[src/rtl/uart_rx_ctrl.sv]
`default_nettype none
// ============================================================================
// Module   : uart_rx_ctrl
// Brief    : UART receive sequencer: pin sync, start detect, mid-bit strobe,
//            stop check and FWFT receive FIFO with sticky error flags.
// Revision : 1.0
// ============================================================================
module uart_rx_ctrl #(
    parameter int CLKS_PER_BIT = 434,
    parameter int FIFO_DEPTH   = 4
) (
    input  logic       i_clk,
    input  logic       i_rst,
    input  logic       i_rx_pin,
    output logic       o_srx,
    output logic       o_signal,
    input  logic       i_Rx_valid,
    input  logic [7:0] i_Rx_data,
    output logic [7:0] o_data,
    output logic       o_valid,
    input  logic       i_ready,
    output logic       o_busy,
    output logic       o_frame_err,
    output logic       o_overrun,
    input  logic       i_clr_err
);
    localparam int C_CW = $clog2(CLKS_PER_BIT);
    localparam int C_AW = $clog2(FIFO_DEPTH);
    localparam logic [C_CW-1:0] C_HALF_LOAD = C_CW'(CLKS_PER_BIT / 2 - 1);
    localparam logic [C_CW-1:0] C_BIT_LOAD  = C_CW'(CLKS_PER_BIT - 1);

    typedef enum logic [1:0] {
        S_IDLE = 2'd0,
        S_HALF = 2'd1,
        S_DATA = 2'd2,
        S_STOP = 2'd3
    } state_t;

    state_t            r_state, w_state_nxt;
    logic              r_sync1, r_srx, r_srx_d;
    logic [C_CW-1:0]   r_baud_cnt, w_baud_nxt;
    logic [2:0]        r_bit_cnt, w_bit_nxt;
    logic              r_hold_vld;
    logic [7:0]        r_hold_data;
    logic [C_AW:0]     r_wr_ptr, r_rd_ptr;
    logic [7:0]        r_mem [FIFO_DEPTH];
    logic              r_frame_err, r_overrun;

    logic w_fall, w_tick, w_strobe, w_push_req, w_frame_bad, w_hold_clr;
    logic w_empty, w_full, w_pop, w_push, w_drop;

    always_ff @(posedge i_clk or posedge i_rst) begin
        if (i_rst) begin
            r_sync1 <= 1'b1;
            r_srx   <= 1'b1;
            r_srx_d <= 1'b1;
        end else begin
            r_sync1 <= i_rx_pin;
            r_srx   <= r_sync1;
            r_srx_d <= r_srx;
        end
    end

    assign w_fall = ~r_srx & r_srx_d;
    assign w_tick = (r_baud_cnt == '0);

    always_ff @(posedge i_clk or posedge i_rst) begin
        if (i_rst) begin
            r_state    <= S_IDLE;
            r_baud_cnt <= '0;
            r_bit_cnt  <= '0;
        end else begin
            r_state    <= w_state_nxt;
            r_baud_cnt <= w_baud_nxt;
            r_bit_cnt  <= w_bit_nxt;
        end
    end

    always_comb begin
        w_state_nxt = r_state;
        w_baud_nxt  = r_baud_cnt;
        w_bit_nxt   = r_bit_cnt;
        w_strobe    = 1'b0;
        w_push_req  = 1'b0;
        w_frame_bad = 1'b0;
        w_hold_clr  = 1'b0;
        case (r_state)
            S_IDLE: begin
                if (w_fall) begin
                    w_baud_nxt  = C_HALF_LOAD;
                    w_state_nxt = S_HALF;
                end
            end
            S_HALF: begin
                if (w_tick) begin
                    w_strobe = 1'b1;
                    // Line back high at mid start bit: treat as a glitch.
                    if (r_srx) begin
                        w_state_nxt = S_IDLE;
                    end else begin
                        w_baud_nxt  = C_BIT_LOAD;
                        w_bit_nxt   = '0;
                        w_state_nxt = S_DATA;
                    end
                end else begin
                    w_baud_nxt = r_baud_cnt - 1'b1;
                end
            end
            S_DATA: begin
                if (w_tick) begin
                    w_strobe   = 1'b1;
                    w_baud_nxt = C_BIT_LOAD;
                    w_bit_nxt  = r_bit_cnt + 3'd1;
                    if (r_bit_cnt == 3'd7) begin
                        w_state_nxt = S_STOP;
                    end
                end else begin
                    w_baud_nxt = r_baud_cnt - 1'b1;
                end
            end
            S_STOP: begin
                if (w_tick) begin
                    w_strobe    = 1'b1;
                    w_hold_clr  = 1'b1;
                    w_state_nxt = S_IDLE;
                    if (r_srx) begin
                        w_push_req = r_hold_vld;
                    end else begin
                        w_frame_bad = 1'b1;
                    end
                end else begin
                    w_baud_nxt = r_baud_cnt - 1'b1;
                end
            end
            default: w_state_nxt = S_IDLE;
        endcase
    end

    // The datapath clears its byte while waiting for the stop bit, so keep a copy.
    always_ff @(posedge i_clk or posedge i_rst) begin
        if (i_rst) begin
            r_hold_vld  <= 1'b0;
            r_hold_data <= '0;
        end else if (w_hold_clr) begin
            r_hold_vld  <= 1'b0;
        end else if (i_Rx_valid) begin
            r_hold_vld  <= 1'b1;
            r_hold_data <= i_Rx_data;
        end
    end

    assign w_empty = (r_wr_ptr == r_rd_ptr);
    assign w_full  = (r_wr_ptr[C_AW] != r_rd_ptr[C_AW]) &&
                     (r_wr_ptr[C_AW-1:0] == r_rd_ptr[C_AW-1:0]);
    assign w_pop   = ~w_empty & i_ready;
    assign w_push  = w_push_req & (~w_full | w_pop);
    assign w_drop  = w_push_req & w_full & ~w_pop;

    always_ff @(posedge i_clk) begin
        if (w_push) begin
            r_mem[r_wr_ptr[C_AW-1:0]] <= r_hold_data;
        end
    end

    always_ff @(posedge i_clk or posedge i_rst) begin
        if (i_rst) begin
            r_wr_ptr    <= '0;
            r_rd_ptr    <= '0;
            r_frame_err <= 1'b0;
            r_overrun   <= 1'b0;
        end else begin
            if (w_push) r_wr_ptr <= r_wr_ptr + 1'b1;
            if (w_pop)  r_rd_ptr <= r_rd_ptr + 1'b1;
            // A set event outranks a clear in the same cycle.
            if (w_frame_bad)    r_frame_err <= 1'b1;
            else if (i_clr_err) r_frame_err <= 1'b0;
            if (w_drop)         r_overrun   <= 1'b1;
            else if (i_clr_err) r_overrun   <= 1'b0;
        end
    end

    assign o_srx       = r_srx;
    assign o_signal    = w_strobe;
    assign o_busy      = (r_state != S_IDLE);
    assign o_data      = r_mem[r_rd_ptr[C_AW-1:0]];
    assign o_valid     = ~w_empty;
    assign o_frame_err = r_frame_err;
    assign o_overrun   = r_overrun;

endmodule
`default_nettype wire

[config.mk]
export PLATFORM = sky130hd
export DESIGN_NAME = uart_rx_ctrl
export DESIGN_NICKNAME = d
export VERILOG_FILES = /design/src/rtl/uart_rx_ctrl.sv
export SDC_FILE = /design/constraint.sdc
export NUM_CORES = 1
export LEC_CHECK = 0
export CELL_PAD_IN_SITES_DETAIL_PLACEMENT = 0
export CELL_PAD_IN_SITES_GLOBAL_PLACEMENT = 1
export CORE_MARGIN = 2
export CORE_UTILIZATION = 47
export DETAILED_ROUTE_END_ITERATION = 6
export GPL_TIMING_DRIVEN = 0
export PLACE_DENSITY = 0.85
export SLEW_MARGIN = 15
export SYNTH_ARGS = -nofsm -noshare
export SYNTH_HDL_FRONTEND = slang
export SYNTH_SLANG_ARGS = --single-unit
[constraint.sdc]
create_clock -name i_clk -period 3.4 [get_ports i_clk]
set_input_delay 1.02 -clock i_clk [delete_from_list [all_inputs] [get_ports i_clk]]
set_output_delay 1.02 -clock i_clk [all_outputs]
set_load 0.02 [all_outputs]
==> impl_metrics.csv <==
group,metric,value,unit
worst_setup_path,regToRegSetupSlack,0.69,ns
logic_synthesis,synthCells,215,
clock_tree,cts_tree,"yes",
logic_synthesis,synth_area,0.003017,sq mm
power,max-vdd-ir-drop,0.4403,mV
outcome,status,"finished clean",
worst_setup_path,worstPathCellList,"inv_1, ha_1, or4b_1, or2_1, buf_6, nor2_1, clkbuf_2",
worst_setup_path,critPathSlowestCell,"or4b_1",
power,p_leak,1.413,nW
clock_tree,clk_path_buf_depth,2,
detailed_routing,wl_per_cell,15.64,microns
detailed_routing,viasPerCell,5.454,
logic_synthesis,synth_cell_types,48,
logic_synthesis,postSynthAreaPerCell,14.03,sq um
sta,period_minus_slack,3.230,ns
sta,fmax,309.6,MHz
floorplanning,fp.coreArea,0.006277,sq mm
cells_and_area,multi_input_area,0.001111,sq mm
clock_tree,cts_setup_buffers,0,
worst_setup_path,required,2.38,ns
cells_and_area,final_cell_area,0.003618,sq mm
global_route,grt_pass1_wl,9032,microns
worst_setup_path,critPathCaptureType,"primary output",
cells_and_area,nets,281,
floorplanning,die_area,0.007075,sq mm
worst_setup_path,r2r-start,"r_baud_cnt[0]",
worst_setup_path,cp_max_fo,6,
sta,skew,0.006757,ns
sta,finalMaxSlewViolations,0,
sta,fin_tns_setup,0,ns
detailed_routing,routed_wl,5238,microns
floorplanning,initial_core_util,48.06,%
logic_synthesis,yosys_warnings,0,
clock_tree,clock-sinks,66,
floorplanning,fp.dieH,84.12,microns
place,dp_cells,319,
cells_and_area,num-fill-cells,514,
global_route,track_usage,16.66,%
worst_setup_path,cp-startpoint,"r_baud_cnt[0]",
floorplanning,fp.dieW,84.12,microns
cells_and_area,finalNonFillerCells,335,
place,numPortBuffers,27,
clock_tree,numCtsBuffers,9,
logic_synthesis,ys_seq_elements,66,
cells_and_area,mostFrequentLayoutCell,"edfxtp_1",
sta,rsz0062_at_grt,"false",
global_route,grt_pass1_vias,1829,
clock_tree,htree_levels,3,
worst_setup_path,worstSetupPathType,"flop to primary output",
worst_hold_path,hold_path.class,"flop to flop",
floorplanning,io_pins,28,
logic_synthesis,async_flop_share,51.52,%
cells_and_area,antenna_cells,0,
logic_synthesis,yosys.area.top_type_share,31.85,%
global_route,grt_max_degree,35,
cells_and_area,drive_gt1_share,19.38,%
worst_hold_path,worstHoldStart,"r_sync1",
clock_tree,clock_latency,0.33,ns
global_route,antenna_found_initial,0,
sta,finalHoldViolCount,0,
sta,setup_viol_count_final,0,
place,routabilityCongestion,0.7732,
logic_synthesis,synth_nets,243,
worst_setup_path,cp_data_arrival_time,2.21,ns
cells_and_area,syn_to_final_growth,19.95,%
clock_tree,cts_root_buffer,"clkbuf_8",
logic_synthesis,ys.flop_type,"edfxtp_1",
power,p_per_area,799.6,mW/mm^2
cells_and_area,final_cell_mix,"edfxtp_1 (32), dfrtp_1 (31), clkdlybuf4s50_1 (26)",
detailed_routing,drtIter0Drc,112,
detailed_routing,dr.pass1.iters,4,
global_route,globalRoute.totalOverflow,0,
floorplanning,rows,29,
clock_tree,clkTransAtPathRegs,0.07,ns
cells_and_area,fin_util,57.64,%
worst_setup_path,start_kind,"flop",
logic_synthesis,synth.largest_area_cell,"edfxtp_1",
flow_run,max_cap_viol_count,0,
place,post_dp_cell_area,0.003383,sq mm
detailed_routing,drc,0,
logic_synthesis,ys_seq_area_share,60.18,%
sta,slew_headroom,50.18,%
logic_synthesis,synth.area.top_cells,"edfxtp_1 (32%), dfrtp_1 (26%), mux4_2 (6.0%)",
cells_and_area,seq_area,0.001815,sq mm
place,dp_hpwl,3456,microns
sta,post-route-period-util,95.01,%
logic_synthesis,synth_edf_count,32,
detailed_routing,vias,1827,
detailed_routing,ant_nets,0,
worst_setup_path,max_stage_delay,0.51,ns
sta,worst_pin_slew,0.7415,ns
==> final timing paths <==
check / cells past startpoint / end
min in group asynchronous: 2 / r_hold_data[5]
worst min register to register: 0 / o_srx
worst max-delay path: 7 / o_signal
worst max register to register: 7 / r_mem[2][2]
max in group asynchronous: 2 / r_hold_data[4]
worst min-delay path: 0 / o_srx
==> layer usage <==
layer	global-route usage (%)	wire (microns)
met1	22.32	2421
met2	26.55	2579
met4	5.279	74
met5	0	0
met3	4.748	164
==> final cells by class <==
type	instances	area share [%]
clock buffer	9	3.423
inverter	12	1.245
multi-input combinational	128	30.71
timing repair buffer	27	7.331
buffer	9	1.245
tap	77	2.663
clock inverter	7	3.216
sequential	66	50.17
==> timing repair <==
action,4_1_cts,5_1_grt
gates cloned,0,0
hold buffers,0,0
endpoints found under the hold margin,0,0
endpoints found under the setup margin,1,1
gates resized for setup,2,1
==> synthesized netlist by cell type (3+ instances only) <==
master,n
nand2_1,8
buf_2,3
and2_1,4
a21oi_1,11
o21ai_0,8
dfrtp_1,31
dfstp_2,3
nor3_1,4
mux2_2,10
nand3_1,3
edfxtp_1,32
mux2i_1,3
mux4_2,8
nor2_1,10
ha_1,14
nand3b_1,3
xnor2_1,5
clkbuf_1,5
inv_1,12
==> sequential cells by signal, summed over array words and instances, names as in the netlist, named ones only <==
register     cells
r_hold_vld       1
r_state          1
r_mem           32
r_rd_ptr         3
o_frame_err      1
r_wr_ptr         3
o_srx            1
r_sync1          1
o_overrun        1
r_hold_data      8
r_srx_d          1
r_bit_cnt        3
r_baud_cnt       9
==> critical path: cells and delay by family, from the launching register on <==
| family | cells | cell delay, ns |
|---|---|---|
| flip-flops | 1 | 0.42 |
| AND/OR/NAND/NOR | 3 | 0.83 |
| buffers and inverters | 3 | 0.41 |
| adder cells (fa/ha/maj) | 1 | 0.22 |
==> report_power, final <==
group	internal, mW	total [mW]	switching, mW
combinational	0.494	1.06	0.565
sequential	0.947	1.04	0.0958
clock	0.487	0.793	0.306
total	1.93	2.89	0.966
==> logic make-up after synthesis <==
logic type	Yosys count	synth area share, %
multiplexers	21	10.70
buffers and inverters	21	2.986
adder cells (fa/ha/maj)	14	5.807
XOR/XNOR	8	2.572
AND/OR/NAND/NOR	46	8.876
AO/OA/AOI/OAI	39	8.876
flip-flops	66	60.18
==> stage by stage <==
step | worst slack (ns) | hold slack [ns] | power [mW]
floorplan | 0.6014 | 0.3452 | 1.811
global placement | 0.09021 | 0.3466 | 2.103
detailed placement | 0.09277 | 0.3470 | 2.123
CTS | 0.005890 | 0.3582 | 2.921
global route | 0.05755 | 0.3671 | 3.092
finish | 0.1698 | 0.3571 | 2.893
Power figures use the tool's default switching activity.
